## src/rtl/dram_loader_pkg.sv

```systemverilog
// Shared definitions for the data-RAM bulk loader: FSM state encoding and transfer modes.
package dram_loader_pkg;

   typedef enum logic [3:0] {
      IDLE,
      LD_LO,
      LD_HI,
      LD_WR,
      RD_REQ,
      RD_WAIT,
      TX_LO,
      TX_HI,
      DONE
   } state_t;

   localparam logic MODE_LOAD = 1'b0;
   localparam logic MODE_DUMP = 1'b1;

endpackage

```

## src/rtl/dram_loader_addr_ctr.sv

```systemverilog
// Address / remaining-word counter for the loader; flags when the current word is the last one.
module loader_addr_ctr #(
   parameter int ADDR_W = 9
) (
   input  logic              clk,
   input  logic              rst,
   input  logic              load,
   input  logic [ADDR_W-1:0] base_addr,
   input  logic [ADDR_W-1:0] word_count,
   input  logic              step,
   output logic [ADDR_W-1:0] addr,
   output logic              last
);

   logic [ADDR_W-1:0] rem;

   always_ff @(posedge clk) begin
      if (rst) begin
         addr <= '0;
         rem  <= '0;
      end else if (load) begin
         addr <= base_addr;
         rem  <= word_count;
      end else if (step) begin
         // Address wraps naturally at 2**ADDR_W; rem saturates at zero.
         addr <= addr + ADDR_W'(1);
         if (rem != '0) rem <= rem - ADDR_W'(1);
      end
   end

   assign last = (rem == ADDR_W'(1));

endmodule

```

## src/rtl/dram_loader.sv

```systemverilog
// Bulk-transfer engine on the data-RAM port: packs a byte stream into RAM words (LOAD)
// or streams RAM words out as byte pairs (DUMP), little-endian.
module dram_loader
   import dram_loader_pkg::*;
#(
   parameter int ADDR_W = 9,
   parameter int DATA_W = 16,
   parameter int BYTE_W = 8
) (
   input  logic              clk,
   input  logic              rst,
   input  logic              start,
   input  logic              mode,
   input  logic [ADDR_W-1:0] base_addr,
   input  logic [ADDR_W-1:0] word_count,
   input  logic [BYTE_W-1:0] in_byte,
   input  logic              in_valid,
   output logic              in_ready,
   output logic [BYTE_W-1:0] out_byte,
   output logic              out_valid,
   input  logic              out_ready,
   output logic              ram_write_en,
   output logic              ram_read_en,
   output logic [ADDR_W-1:0] ram_addr,
   output logic [DATA_W-1:0] ram_wdata,
   input  logic [DATA_W-1:0] ram_rdata,
   output logic              busy,
   output logic              done
);

   state_t            state;
   logic [DATA_W-1:0] word;
   logic [ADDR_W-1:0] addr;
   logic              last;
   logic              ctr_load;
   logic              ctr_step;

   assign ctr_load = (state == IDLE) && start;
   assign ctr_step = (state == LD_WR) || ((state == TX_HI) && out_ready);

   loader_addr_ctr #(.ADDR_W(ADDR_W)) u_ctr (
      .clk        (clk),
      .rst        (rst),
      .load       (ctr_load),
      .base_addr  (base_addr),
      .word_count (word_count),
      .step       (ctr_step),
      .addr       (addr),
      .last       (last)
   );

   always_ff @(posedge clk) begin
      if (rst) begin
         state <= IDLE;
         word  <= '0;
      end else begin
         case (state)
            IDLE: begin
               if (start) begin
                  if (word_count == '0)       state <= DONE;
                  else if (mode == MODE_DUMP) state <= RD_REQ;
                  else                        state <= LD_LO;
               end
            end
            LD_LO: begin
               if (in_valid) begin
                  word[BYTE_W-1:0] <= in_byte;
                  state            <= LD_HI;
               end
            end
            LD_HI: begin
               if (in_valid) begin
                  word[DATA_W-1:BYTE_W] <= in_byte;
                  state                 <= LD_WR;
               end
            end
            LD_WR:   state <= last ? DONE : LD_LO;
            RD_REQ:  state <= RD_WAIT;
            RD_WAIT: begin
               // RAM returns data one cycle after the read strobe.
               word  <= ram_rdata;
               state <= TX_LO;
            end
            TX_LO: begin
               if (out_ready) state <= TX_HI;
            end
            TX_HI: begin
               if (out_ready) state <= last ? DONE : RD_REQ;
            end
            DONE:    state <= IDLE;
            default: state <= IDLE;
         endcase
      end
   end

   // Moore output decode from the registered state and word buffer.
   assign in_ready     = (state == LD_LO) || (state == LD_HI);
   assign out_valid    = (state == TX_LO) || (state == TX_HI);
   assign out_byte     = (state == TX_LO) ? word[BYTE_W-1:0] :
                         (state == TX_HI) ? word[DATA_W-1:BYTE_W] : '0;
   assign ram_write_en = (state == LD_WR);
   assign ram_read_en  = (state == RD_REQ);
   assign ram_addr     = ((state == LD_WR) || (state == RD_REQ)) ? addr : '0;
   assign ram_wdata    = (state == LD_WR) ? word : '0;
   assign busy         = (state != IDLE);
   assign done         = (state == DONE);

endmodule
```

## config.mk

```make
export PLATFORM = sky130hd
export DESIGN_NAME = dram_loader
export DESIGN_NICKNAME = d
export VERILOG_FILES = /design/src/rtl/dram_loader_pkg.sv /design/src/rtl/dram_loader_addr_ctr.sv /design/src/rtl/dram_loader.sv
export SDC_FILE = /design/constraint.sdc
export NUM_CORES = 1
export LEC_CHECK = 0
export CAP_MARGIN = 40
export CORE_ASPECT_RATIO = 1.1
export CORE_MARGIN = 2
export CORE_UTILIZATION = 41
export CTS_CLUSTER_SIZE = 25
export DETAILED_ROUTE_END_ITERATION = 16
export GPL_ROUTABILITY_DRIVEN = 0
export PLACE_DENSITY_LB_ADDON = 0.25
export SETUP_SLACK_MARGIN = 0.02
export SYNTH_ARGS = -nofsm -noshare
export SYNTH_HDL_FRONTEND = slang
export SYNTH_SLANG_ARGS = --single-unit
```

## constraint.sdc

```tcl
create_clock -name clk -period 1.6 [get_ports clk]
set_input_delay 0.16 -clock clk [delete_from_list [all_inputs] [get_ports clk]]
set_output_delay 0.16 -clock clk [all_outputs]
set_load 0.01 [all_outputs]
```

==> run metrics, run 1 <==
async set or reset register ratio after synthesis 0%; Distinct cells, synth 48; worst path arrival time 2380 ps; area grow syn2layout 124%; Tmin final ~2200 ps; largest net degree at the start of global routing 19; initial DRC count between 400 and 500; VDD IR max 1430 µV; R2R setup slack -560 ps; status finished, violations left; Crit Path Class reg2reg; Ports 87; post-synth top area share between 30% and 40%; yosys warns 0; clk_lat worst skew 320 ps; FF-to-FF End u_ctr.rem[3]; Synth Cell Area about 2400 µm²; # diodes 0; RSZ-0062 raised after global routing yes; clock skew roughly 12 ps; sw frac around 45%; Leak 2.23 nW; share of layout cells above drive strength 1 between 60 and 70%; Pint 0.00422 W; CTS tree yes; drt first pass iters 7; TritonCTS buffer count 5; via count ~4000; Cell Area, Placed slightly below 4000 µm²; Primary FF master, synth dfxtp_1; Die Wd slightly below 80 µm; antenna viol nets, final 0; final hold vios 0; GR Util met2 slightly above 60%; number of flops mapped to enable cells by yosys 0; max_cap viols 0; CP endpoint kind flip-flop; worst-margin pin slew 362 ps; R2R depth 9; core outline area 5770 µm²; failing checks setup timing; Final Setup Violations between 70 and 80; # DRC 0; DR WL/cell approximately 26 µm; Initial Util around 42%; final instance area ~5500 µm²; Worst Setup SP state[2]; Routed WL between 15000 and 20000 µm; switching pwr ~0.0034 W; fin crit share 135%; Critical Path Source Type flip-flop; HPWL Detailed around 5900 µm; Setup WS post-layout -559 ps; GR Overflow Total 0; clk root buf clkbuf_8; CTS Buffer Depth 2; GRT busiest layer met2; FP Rows 29; first-pass GRT wire length 16900 µm; fin. max-slew vios 0; clock share of power just over 10%; # port buffers 86; Seq pwr share 20.7%; Worst R2R Start state[2]; Avg Inst Size Synth approximately 7.4 µm²; Comb pwr share between 60 and 70%; CTS sink cnt 38; post-synth top area cell dfxtp_1; TNS Setup -17160 ps; GRT Overall Usage roughly 32%; synthesized instance count 330; Post-layout nets around 600; DIE AREA between 6000 and 7000 µm²; worst endpoint required time roughly 1800 ps; Placed Cells between 500 and 600; die span in y between 80 and 90 µm; met3 Use GR around 5.4%; initial antenna violation count 0; smallest hold slack roughly 430 ps; H-tree depth 2; crit path capture u_ctr.rem[3]; Slew headroom ~76%; #FFs+latches synth 38; sequential area share after synthesis 31.1%; CP max FO 4; CTS clk-pin slew, worst paths about 90 ps; vias in the first global route around 3500; FMAX about 460 MHz; Vias/cell between 6 and 7; Mapped Nets 382; HP Class in2reg; GR Layer Usage met1 between 30 and 40%; Pwr Density between 1000 and 1500 nW/µm²; leading cell types by total area after synthesis dfxtp_1 31%, nor2_1 7.1%, and2_1 6.9%; Layout Cells excl Fill 610; commonest non-fill, non-tap cell in the layout buf_6; most frequent cells in the layout 84 x buf_6, 60 x buf_4, 45 x clkdlybuf4s50_1
-- registers in the layout (all words and copies together), names as in the netlist --
name        count
word           16
u_ctr.rem       9
u_ctr.addr      9
state           4
-- worst min-delay path by stage --
stage	start	to	slack [ps]	depth (start not counted)
after floorplan	out_ready	state[2]	250	1
after global placement	u_ctr.addr[8]	u_ctr.addr[8]	470	1
after detailed placement	u_ctr.addr[8]	u_ctr.addr[8]	480	1
after CTS	base_addr[4]	u_ctr.addr[4]	440	3
after global routing	word_count[4]	u_ctr.rem[4]	450	5
final	word_count[4]	u_ctr.rem[4]	430	5
-- critical path, stage by stage (launching register included) --
cell and delay (ps):
dfxtp_4 380, buf_6 120, buf_6 120, nor4b_4 330, a31oi_2 100, a311o_2 380, buf_6 150, buf_6 110
a21o_1 180, a31oi_2 200
-- layout make-up --
class,count,area (µm²)
inverter,7,28.8
tap,77,96.3
timing repair buffer,216,2170
clock buffer,7,86.3
fill,142,302
multi-input combinational,264,2300
sequential,38,778
clock inverter,1,5.00
-- synthesized netlist by cell type, types with 3 or more instances --
| cell | count |
|---|---|
| a21oi_1 | 19 |
| nor4_1 | 5 |
| and2_1 | 27 |
| a211oi_1 | 7 |
| ha_1 | 4 |
| mux2i_1 | 11 |
| a22oi_1 | 3 |
| nand2_1 | 43 |
| a311oi_1 | 14 |
| nand4_1 | 3 |
| nor3_1 | 10 |
| clkbuf_1 | 12 |
| inv_1 | 7 |
| a21o_1 | 8 |
| nand3_1 | 16 |
| o21ai_0 | 10 |
| dfxtp_1 | 38 |
| or3_1 | 4 |
| nor2_1 | 46 |
| a31oi_1 | 5 |
| buf_2 | 4 |
-- what timing repair did --
action	CTS	global route
pin swaps	39	55
hold buffers	0	0
gates resized for setup	247	199
buffers inserted	35	25
setup endpoints to repair	71	75
gates cloned	6	4
-- power groups by stage --
stage               sequential, W  clock (W)  combinational [W]
global route              0.00158   0.000789            0.00543
floorplan                 0.00143          0            0.00175
detailed placement        0.00149          0            0.00299
CTS                       0.00147   0.000713            0.00387
finish                    0.00158   0.000770            0.00528
global placement          0.00147          0            0.00291
-- logic make-up (layout without fill, tap and decap cells) --
logic type,Yosys count,after routing,synth area share [%]
buffers and inverters,28,231,5.02
DFF,38,38,31.1
AOI/OAI and AO/OA,75,75,20.8
adders and majority gates,4,4,2.05
and+or+nand+nor,170,170,35.1
muxes,11,11,4.50
xor gates and xnor gates,4,4,1.43
-- per-layer routing --
metal  share of wire [%]  vias up
met5                   0        -
met4                 8.6        0
met3                 9.8      143
met2                  47      398
met1                  34     1847
li1                    -     1589
-- stage by stage --
stage / utilization [%] / setup WS (ps) / total power (W)
5_1_grt: 94.8 / -577 / 0.00780
3_3_place_gp: 66.8 / -353 / 0.00438
3_5_place_dp: 66.8 / -363 / 0.00448
2_1_floorplan: - / -117 / 0.00317
6_report: 94.8 / -559 / 0.00763
4_1_cts: 79.1 / -285 / 0.00605
Note: power is estimated with default switching activity, not from simulation.
==> inputs of run 2 (changes only) <==
- CAP_MARGIN: 40 -> 10
- REMOVE_ABC_BUFFERS: default -> 1
==> run metrics, run 2 (synthesized netlist as in run 1, its figures left out) <==
status finished, violations left; failing checks setup timing; max_cap viols 0; most frequent cells in the layout 52 x buf_6, 46 x buf_4, 40 x clkdlybuf4s50_1; first-pass GRT wire length roughly 15000 µm; # diodes 0; Pwr Density between 1000 and 1500 nW/µm²; Final Total Pwr approximately 0.0063 W; # port buffers 86; initial DRC count approximately 210; area grow syn2layout 95.7%; Cell Area, Placed 3730 µm²; clk root buf clkbuf_8; VDD IR max ~740 µV; GR Overflow Total 0; FILL cells between 300 and 400; antenna viol nets, final 0; Post-layout nets around 550; final instance area roughly 4800 µm²; HPWL Detailed around 5500 µm; fin. max-slew vios 0; final hold vios 0; CP endpoint kind flip-flop; Critical Path Source Type flip-flop; die span in y roughly 85 µm; Tmin final 1930 ps; DR WL/cell around 19 µm; Placed Cells 525; core outline area a little under 6000 µm²; Routed WL 10800 µm; FMAX a little over 500 MHz; GRT Overall Usage 28.1%; Crit Path Class reg2reg; TNS Setup -9400 ps; HP Class in2reg; Vias/cell 5.77; H-tree depth 2; worst endpoint required time about 1800 ps; clk_lat worst skew 300 ps; DIE AREA between 6000 and 7000 µm²; clock skew about 9.1 ps; worst path arrival time roughly 2100 ps; FP Rows 29; worst-margin pin slew about 360 ps; largest net degree at the start of global routing 23; Top Registers word: 16 flops, u_ctr.addr: 9 flops, u_ctr.rem: 9 flops; initial antenna violation count 0; Ports 87; Place WS -435 ps; Slew headroom between 70% and 80%; CP top delay family buffers and inverters; critical path cell sequence buf_12, buf_6, buf_8, nor4bb_4, a21oi_1, nor2_2, buf_6, nor2_1, a311oi_1; # DRC 0; CTS clk-pin slew, worst paths around 80 ps; Die Wd between 70 and 80 µm; CTS tree yes; share of layout cells above drive strength 1 46.7%; vias in the first global route 3294; Initial Util a little over two fifths; CTS Buffer Depth 2; Critical Path Most Common Cell buf_6; Layout Cells excl Fill about 570; fin crit share 120%; commonest non-fill, non-tap cell in the layout buf_6; Leak about 2.0 nW; Biggest register word; Buf/Inv on CP 4; CP max-delay cell dfxtp_4; Setup WS post-layout -328 ps; drt first pass iters 4; max FFs per register 16; RSZ-0062 raised after global routing yes; CP max FO 8; via count between 3000 and 4000; CTS sink cnt 38; CP max stage delay between 300 and 400 ps; Final Setup Violations 67; TritonCTS buffer count 5
[run 2: final timing paths]
check	start	to	slack, ps	depth (start not counted)
setup / recovery	state[0]	word[14]	-330	9
hold / removal	word_count[7]	u_ctr.rem[7]	240	4
setup reg to reg	state[0]	word[14]	-330	9
hold reg to reg	u_ctr.addr[8]	u_ctr.addr[8]	480	1
[run 2: layer usage]
layer  global-route usage [%]  up-vias  part of all wire (%)
met2                     54.6      160                    54
met3                     6.17       37                   6.2
met4                     11.2        0                   4.0
met5                        0        -                     0
li1                         -     1512                     -
met1                     28.7     1602                    36
[run 2: repair_timing]
action / in CTS / in global routing
hold buffers: 0 / 0
pin swaps: 45 / 44
gates cloned: 4 / 3
gates resized for setup: 251 / 111
buffers inserted: 26 / 14
endpoints found under the setup margin: 76 / 73
[run 2: stage by stage]
stage	utilization (%)	hold slack, ps
floorplan	-	229
global placement	64.6	459
detailed placement	64.6	466
CTS	73.7	431
global route	82.9	264
finish	82.9	240
[run 2: where the power goes]
group / internal (W) / switching (W) / leakage (nW)
Sequential: 0.00121 / 0.000294 / 0.315
Combinational: 0.00214 / 0.00196 / 1.64
Clock: 0.000349 / 0.000369 / 0.0482
[run 2: cell type report]
| type | instances | area [µm²] | share of cell area (%) |
|---|---|---|---|
| repair buffers | 180 | 1740 | 36.5 |
| inverters | 7 | 28.8 | 0.601 |
| multi-input cells | 264 | 2040 | 42.7 |
| clock buffers | 7 | 86.3 | 1.80 |
| well taps | 77 | 96.3 | 2.01 |
| clock inverters | 1 | 5.00 | 0.105 |
| flip-flops and latches | 38 | 779 | 16.3 |
[run 2: tightest hold or removal path, stage by stage]
cell            delay (ps)
dlymetal6s2s_1         130
nand2_1                 50
a21o_1                 110
a21oi_2                 50
==> inputs of run 3 (changes only) <==
- CORE_UTILIZATION: 41 -> 49
- CTS_CLUSTER_DIAMETER: default -> 80
- SETUP_SLACK_MARGIN: 0.02 -> default
- clock period: 1.6 -> 2.4 ns (I/O delays scaled with it)
==> run metrics, run 3 (synthesized netlist as in run 1, its figures left out) <==
status complete, no violations; Layout Cells excl Fill ~480; commonest non-fill, non-tap cell in the layout clkdlybuf4s50_1; CTS Buffer Depth 2; FMAX ~430 MHz; Top Registers word: 16 flops, u_ctr.addr: 9 flops, u_ctr.rem: 9 flops; GR Overflow Total 0; worst endpoint required time around 2200 ps; Post-layout nets between 400 and 500; # diodes 0; FF-to-FF End u_ctr.rem[0]; CTS tree yes; Tmin final between 2000 and 2500 ps; clk_lat worst skew 290 ps; DIE AREA between 5000 and 6000 µm²; H-tree depth 2; VDD IR max just over 400 µV; Biggest register word; HP Class reg2reg; most frequent cells in the layout 86 x clkdlybuf4s50_1, 45 x nor2_1, 43 x nand2_1; Critical Path Most Common Cell buf_4; utilization after layout around three quarters; Post-CTS Setup Bufs 0; Pwr Density roughly 880 nW/µm²; R2R depth 6; CP max-delay cell clkdlybuf4s50_1; Routed WL between 7000 and 8000 µm; smallest hold slack around 490 ps; CTS sink cnt 38; CP max FO 9; largest net degree at the start of global routing 27; Worst Setup SP state[2]; DR WL/cell around 15 µm; # port buffers 86; HPWL Detailed 5120 µm; drt first pass iters 4; Placed Cells ~470; area grow syn2layout 45.4%; crit path capture out_byte[4]; initial antenna violation count 0; core outline area approximately 4700 µm²; GRT Overall Usage roughly a quarter; clk root buf clkbuf_8; Vias/cell around 5.7; Worst R2R Start state[2]; first-pass GRT wire length 11600 µm; clock skew between 4 and 5 ps; FP Rows 26; worst path arrival time about 2100 ps; CTS clk-pin slew, worst paths approximately 80 ps; # DRC 0; Initial Util between 50% and 60%; Hold Path Depth 1; R2R setup slack roughly 310 ps; share of layout cells above drive strength 1 under 10%; TritonCTS buffer count 5; Critical Path Source Type flip-flop; Final Setup Violations 0; max_cap viols 0; final hold vios 0; CP max stage delay between 500 and 600 ps; initial DRC count 180; die span in y 78.1 µm; Leak roughly 1.3 nW; Crit Path Class reg2out; max FFs per register 16; antenna viol nets, final 0; vias in the first global route approximately 2600; critical path cell sequence buf_4, nand3_1, buf_4, nor2_1, clkdlybuf4s50_1; CP endpoint kind output pin; via count 2722; worst-margin pin slew 790 ps; RSZ-0062 raised after global routing no; Slew headroom between 40% and 50%; Ports 87; fin crit share 96.8%; Die Wd 71.4 µm; fin. max-slew vios 0
==> run 3: cell count changes in the layout (fill, tap and decap cells not counted), moves of 7 or more <==
| cell | before | now |
|---|---|---|
| buf_6 | 52 | 0 |
| clkdlybuf4s50_1 | 40 | 86 |
| buf_4 | 46 | 16 |
| buf_2 | 23 | 0 |
| and2_1 | 10 | 27 |
| and2_4 | 17 | 0 |
| nand2_1 | 34 | 43 |
| nor2_1 | 36 | 45 |
| nand2_4 | 8 | 0 |
| dlymetal6s2s_1 | 7 | 0 |
| nor2_4 | 7 | 0 |
==> run 3: critical path, delay by kind of cell (launching register included) <==
kind | cells | cell delay [ps]
flip-flops | 1 | 510
AND/OR/NAND/NOR | 2 | 280
buffers and inverters | 3 | 1010
==> run 3: layout make-up <==
cell class	instances	area, µm²
Clock inverter	1	30.0
Tap cell	56	70.1
Inverter	7	26.3
Multi-Input combinational cell	264	1570
Fill cell	373	1160
Clock buffer	7	76.3
Sequential cell	38	763
Timing Repair Buffer	104	1020
==> run 3: how the worst min path moves through the flow <==
stage                              from            end  slack [ps]
after global placement    u_ctr.addr[8]  u_ctr.addr[8]         460
final                     u_ctr.addr[8]  u_ctr.addr[8]         490
after detailed placement  u_ctr.addr[8]  u_ctr.addr[8]         480
after floorplan                     rst  u_ctr.addr[3]         310
after global routing      u_ctr.addr[8]  u_ctr.addr[8]         500
after CTS                 u_ctr.addr[8]  u_ctr.addr[8]         490
==> run 3: stage by stage <==
stage / power (W) / worst slack (ps) / setup TNS (ps) / area, µm²
after detailed placement: 0.00256 / 148 / 0 / 3440
final: 0.00312 / 75.9 / 0 / 3560
after global routing: 0.00335 / 26.2 / 0 / 3560
after CTS: 0.00312 / 55.9 / 0 / 3550
after global placement: 0.00252 / 218 / 0 / 3440
after floorplan: 0.00200 / -36.9 / -591 / 2350
==> run 3: what timing repair did <==
action,in CTS,in global routing
endpoints found under the setup margin,2,24
gates resized for setup,1,2
hold endpoints to repair,0,0
hold buffers,0,0
==> run 3: power breakdown <==
group	internal, W	switching (W)	total [W]
clock network	0.000311	0.000235	0.000546
registers	0.000796	0.000196	0.000992
logic	0.000768	0.000815	0.00158
==> run 3: metal layers <==
| metal | track usage (%) | share of wire (%) | wire, µm | up-vias |
|---|---|---|---|---|
| li1 | - | - | - | 1358 |
| met1 | 29.7 | 42 | 2960 | 1255 |
| met2 | 45.4 | 50 | 3570 | 101 |
| met3 | 7.06 | 7.7 | 549 | 8 |
| met4 | 7.17 | 0.80 | 57 | 0 |
| met5 | 0 | 0 | 0 | - |
==> edit 1: new RTL, settings of run 1 <==
`ADDR_W` is set to 9 in 2 places; all go to 11.
--- a/src/rtl/dram_loader_addr_ctr.sv
+++ b/src/rtl/dram_loader_addr_ctr.sv
@@ -2,3 +2,3 @@
 module loader_addr_ctr #(
-   parameter int ADDR_W = 9
+   parameter int ADDR_W = 11
 ) (
--- a/src/rtl/dram_loader.sv
+++ b/src/rtl/dram_loader.sv
@@ -5,3 +5,3 @@
 #(
-   parameter int ADDR_W = 9,
+   parameter int ADDR_W = 11,
    parameter int DATA_W = 16,
Interface: changed (resized base_addr, ram_addr and word_count); port bits go from 87 to 93. The function was not compared with the original's and may differ.
==> edit 1 against run 1 <==
- the run still ends with setup timing left
- cell area up 12%
- global-route usage increased by 1.5 points
- clock power increased by 19%
- synthesized area rose by 14%
- sequential power rose by 12%
- clock skew up 0.0058 ns
- wire length up 12%
- sequential cell count grew 4
- worst setup slack gained 0.044 ns
- total power is 15% higher
- register-to-register slack improved by 0.06 ns
- maximum frequency increased by 2.1%
- critical path type is now primary input to flip-flop
==> edit 1: results (changes against run 1) <==
[finish]
num-fill-cells=203  ; was 142
multi_input_area_sq_um=2670  ; was 2300 sq um
clkCellAreaFrac=0.0180  ; was 0.0167
layout.cells.non_filler=655  ; was 610
inv_count=11  ; was 7
nFlopsAndLatches=42  ; was 38
nClkBuffers=6  ; was 7
layout-drive-gt1-share=0.628  ; was 0.600
multi_input_cells=275  ; was 264
seq_share=0.140  ; was 0.142
n_antenna_cell=1  ; was 0
largest_registers=word (16), u_ctr.addr (11), u_ctr.rem (11)  ; was word (16), u_ctr.addr (9), u_ctr.rem (9)
layout.nonclk_buf_frac=0.380  ; was 0.398

[power_and_ir_drop]
power_switching_share=0.445  ; was 0.447
peakVddDrop_v=0.000876  ; was 0.00143 V
leakagePower_nw=2.39  ; was 2.23 nW

[cts]
htreeDepth=2  ; unchanged

[global_routing]
grt_max_degree=28  ; was 19
grt_pass1_wl_microns=19700  ; was 16900 microns
grt_pass1_vias=3967  ; was 3532
grt_use_total=0.339  ; was 0.323

[critical_path]
cp_top_family=simple AND/OR/NAND/NOR gates  ; was compound AO/OA/AOI/OAI gates
arrival_ns=2.31  ; was 2.38 ns
r2r_start=state[3]  ; was state[2]
critPathLaunch=out_ready  ; was state[2]
cpMaxStageDelayCell=or4_1  ; was dfxtp_4
rrSetupSlack_ns=-0.50  ; was -0.56 ns
slowest_delay_ns=0.62  ; was 0.38 ns
crit_end=u_ctr.rem[6]  ; was u_ctr.rem[3]

[run_status]
outcome=complete, but fails checks  ; unchanged
violations=setup timing  ; unchanged

[sta]
finalSetupViolCount=83  ; was 72
tns_ns=-18.68  ; was -17.16 ns
clock_skew_ns=0.0181  ; was 0.0123 ns
worstMarginPinSlew_ns=0.631  ; was 0.362 ns
fin_ws_ns=-0.515  ; was -0.559 ns

[synth]
yosysWarnings=0  ; unchanged
synth_seq_area_share=0.301  ; was 0.311
netlist_instances=353  ; was 330
synthDistinctLibCells=53  ; was 48
synthTopCellsByCount=nor2_1 (43), dfxtp_1 (42), and2_1 (27)  ; was nor2_1 (46), nand2_1 (43), dfxtp_1 (38)
synth_area_leaders=dfxtp_1 (30%), and2_1 (6.0%), a211oi_1 (5.9%), nor2_1 (5.8%), mux2i_1 (3.9%)  ; was dfxtp_1 (31%), nor2_1 (7.1%), and2_1 (6.9%), nand2_1 (6.6%), a311oi_1 (5.0%)

[hold_path]
worstHoldPathCells=3  ; was 5
whs_endpoint=u_ctr.addr[7]  ; was u_ctr.rem[4]
hp-start=base_addr[7]  ; was word_count[4]

[place]
dpl.hpwl_microns=7070  ; was 5940 microns
dp.cells=580  ; was 538
dpl_worst_slack_ns=-0.411  ; was -0.363 ns
io_buffers=92  ; was 86

[route]
vias=4440  ; was 3977
drt-initial-drc-count=419  ; was 438

## edit 1: cell types whose count changed in the layout (fill, tap and decap cells not counted), moves of 5 or more
cell | before | now
nand2_1 | 32 | 8
nor2_4 | 13 | 8
nor3_1 | 2 | 11
nand3_1 | 14 | 6
buf_4 | 60 | 77
o31ai_1 | 1 | 7
a211oi_2 | 6 | 19
nand2_4 | 8 | 0
clkdlybuf4s50_1 | 45 | 51
o21ai_2 | 6 | 1
a21o_1 | 8 | 0
buf_12 | 9 | 3
buf_6 | 84 | 91
nor2b_4 | 1 | 7
## edit 1: metrics by stage
stage                     power (mW)  cell area [sq um]  utilization  hold slack, ns
after detailed placement        4.85               4370        0.663           0.491
after CTS                       6.86               5210        0.790           0.476
after global placement          4.77               4370        0.663           0.483
final                           8.80               6130        0.929           0.499
after global routing            9.00               6130        0.929           0.496
after floorplan                 3.46               2900            -           0.307
## edit 1: cells by family (layout without fill, tap and decap cells)
group,count (synthesis),count (layout),share of synthesized area
simple gates,172,173,0.347
compound gates,83,83,0.219
flops,42,42,0.301
buf+inv,37,255,0.0636
mux,11,11,0.0394
fa+ha+maj,4,4,0.0179
xor+xnor,4,4,0.0125
other cells,0,1,0
## edit 1: power groups by stage
stage	clock, mW	combinational [mW]	sequential (mW)
final	0.914	6.12	1.77
after global routing	0.928	6.29	1.78
after CTS	0.861	4.35	1.65
after detailed placement	0	3.23	1.62
after global placement	0	3.15	1.62
after floorplan	0	1.87	1.59
## edit 1: per-layer routing
layer / GRT usage / part of all wire
met1: 0.381 / 0.34
met2: 0.595 / 0.47
met3: 0.0680 / 0.10
met4: 0.153 / 0.088
met5: 0 / 0
## edit 1: timing repair
action,4_1_cts,5_1_grt
resized for setup,295,175
pin swaps,51,63
buffers inserted,41,30
endpoints found under the setup margin,76,81
gates cloned,3,3
==> edit 2: new RTL, config.mk and constraints of run 1 <==
Made on the original files. Add an input register stage for `mode`; this delays it by one clock. The other inputs are not delayed to match.
--- a/src/rtl/dram_loader.sv
+++ b/src/rtl/dram_loader.sv
@@ -29,2 +29,8 @@
 );
+
+   logic mode_q;
+
+   always_ff @(posedge clk) begin
+      mode_q <= mode;
+   end
 
@@ -60,3 +66,3 @@
                   if (word_count == '0)       state <= DONE;
-                  else if (mode == MODE_DUMP) state <= RD_REQ;
+                  else if (mode_q == MODE_DUMP) state <= RD_REQ;
                   else                        state <= LD_LO;
Behaviour: not the same (Yosys sat finds a counterexample within 4 cycles, from zero or initial values and one cycle with rst high).
==> edit 2 against run 1 <==
- the run still ends with setup timing left
- worst setup slack better by 0.18 ns
- synthesized area up 0.82%
- sequential cell count up 1
- sequential share of layout area up 1.4 points
- cell area down 6.8%
- global-route usage down 3.5 points
- total power down 7.4%
- critical path depth down 3
- wire length down 22%
- critical path type unchanged
==> edit 2: results (changes against run 1) <==
[finish]
final_nets=569  ; was 584
layout-drive-gt1-share=0.529  ; was 0.600
num-fill-cells=272  ; was 142

[critical_path]
cp_top_family=simple AND/OR/NAND/NOR gates  ; was compound AO/OA/AOI/OAI gates
crit_path_max_fanout=6  ; was 4
r2r_start=state[3]  ; was state[2]
arrival_ns=2.22  ; was 2.38 ns
reg2reg_to=u_ctr.rem[0]  ; was u_ctr.rem[3]
critPathLaunch=state[3]  ; was state[2]
slowest_delay_ns=0.48  ; was 0.38 ns
reg2reg_depth=6  ; was 9
cpMaxStageDelayCell=a311o_2  ; was dfxtp_4

[route]
avgViaCountPerCell=5.96  ; was 6.52
finalWirelength_microns=12400  ; was 15800 microns
wire_per_inst_microns=20.9  ; was 26.0 microns
drt-initial-drc-count=211  ; was 438
first_pass_iters=5  ; was 7

[run_status]
violations=setup timing  ; unchanged
outcome=complete, but fails checks  ; unchanged

[sta]
fin_ws_ns=-0.375  ; was -0.559 ns
finalSetupViolCount=63  ; was 72
clock_skew_ns=0.00891  ; was 0.0123 ns
worstMarginPinSlew_ns=0.337  ; was 0.362 ns
tns_ns=-11.72  ; was -17.16 ns

[synth]
synth_area_leaders=dfxtp_1 (32%), nor2_1 (7.0%), and2_1 (6.9%), nand2_1 (6.5%), a311oi_1 (5.0%)  ; was dfxtp_1 (31%), nor2_1 (7.1%), and2_1 (6.9%), nand2_1 (6.6%), a311oi_1 (5.0%)
netlist_instances=331  ; was 330
synthTopCellsByCount=nor2_1 (46), nand2_1 (43), dfxtp_1 (39)  ; was nor2_1 (46), nand2_1 (43), dfxtp_1 (38)
synth_seq_area_share=0.317  ; was 0.311
syn_nets=383  ; was 382
async_flop_share=0  ; unchanged

[place]
dpl_worst_slack_ns=-0.338  ; was -0.363 ns
dpl.hpwl_microns=5760  ; was 5940 microns
io_buffers=86  ; unchanged
dp.cells=538  ; unchanged

[power_and_ir_drop]
p_switching_mw=2.88  ; was 3.41 mW
leakagePower_nw=2.12  ; was 2.23 nW
peakVddDrop_v=0.00127  ; was 0.00143 V

[global_routing]
grt_pass1_wl_microns=15600  ; was 16900 microns
grtUsageMet1=0.321  ; was 0.329
grt_pass1_vias=3288  ; was 3532
grt_use_total=0.288  ; was 0.323
use_met2=0.520  ; was 0.603
grt_max_degree=17  ; was 19

[hold_path]
hp-start=word_count[4]  ; unchanged

[cts]
clk_pin_slew_ns=0.08
clk_latency_ns=0.30  ; was 0.32 ns

==> edit 2: metal layers <==
layer / wire length [microns] / vias up
met1: 4340 / 1669
met2: 6460 / 248
met3: 934 / 69
met5: 0 / -
met4: 702 / 0
li1: - / 1563
==> edit 2: layout make-up <==
class | instances | area (sq um) | area share
inverter | 7 | 28.8 | 0.00565
sequential | 39 | 798 | 0.157
multi-input combinational | 264 | 2060 | 0.405
tap | 77 | 96.3 | 0.0189
clock inverter | 2 | 35.0 | 0.00687
timing repair buffer | 200 | 1990 | 0.391
clock buffer | 6 | 82.6 | 0.0162
==> edit 2: how the worst min path moves through the flow <==
stage	cells after the start	to	slack, ns
2_1_floorplan	0	mode_q	0.19
3_3_place_gp	1	u_ctr.addr[8]	0.46
3_5_place_dp	1	u_ctr.addr[8]	0.47
4_1_cts	1	mode_q	0.30
5_1_grt	4	u_ctr.rem[7]	0.27
6_report	4	u_ctr.rem[4]	0.23
==> edit 2: power groups by stage <==
stage / clock network [mW] / logic (mW) / registers [mW]
final: 0.888 / 4.61 / 1.57
after detailed placement: 0 / 3.09 / 1.50
after CTS: 0.883 / 3.77 / 1.48
after global routing: 0.931 / 4.87 / 1.58
after floorplan: 0 / 1.78 / 1.46
after global placement: 0 / 3.02 / 1.49
==> edit 2: worst min-delay path, cell delays in order <==
cell and delay, ns:
dlymetal6s2s_1 0.13, nand2_1 0.06, a21o_1 0.10, a21oi_1 0.05
==> edit 2: kinds of logic (layout without fill, tap and decap cells) <==
group | count (synthesis) | after routing | share of synthesized area
adder cells (fa/ha/maj) | 4 | 4 | 0.0203
buffers and inverters | 28 | 215 | 0.0497
multiplexers | 11 | 11 | 0.0447
XOR/XNOR | 4 | 4 | 0.0142
AND/OR/NAND/NOR | 170 | 170 | 0.348
AO/OA/AOI/OAI | 75 | 75 | 0.206
flip-flops | 39 | 39 | 0.317
==> edit 2: per-stage QoR <==
| stage | cell area (sq um) | total power [mW] |
|---|---|---|
| after floorplan | 2490 | 3.25 |
| after global placement | 3860 | 4.52 |
| after detailed placement | 3860 | 4.59 |
| after CTS | 4420 | 6.14 |
| after global routing | 5100 | 7.38 |
| final | 5100 | 7.06 |
==> edit 2: repair_timing <==
action                                  in CTS  in global routing
cloned                                       5                  3
pin swaps                                   26                 36
gates resized for setup                    218                156
endpoints found under the setup margin      67                 72
buffers inserted                            28                 18
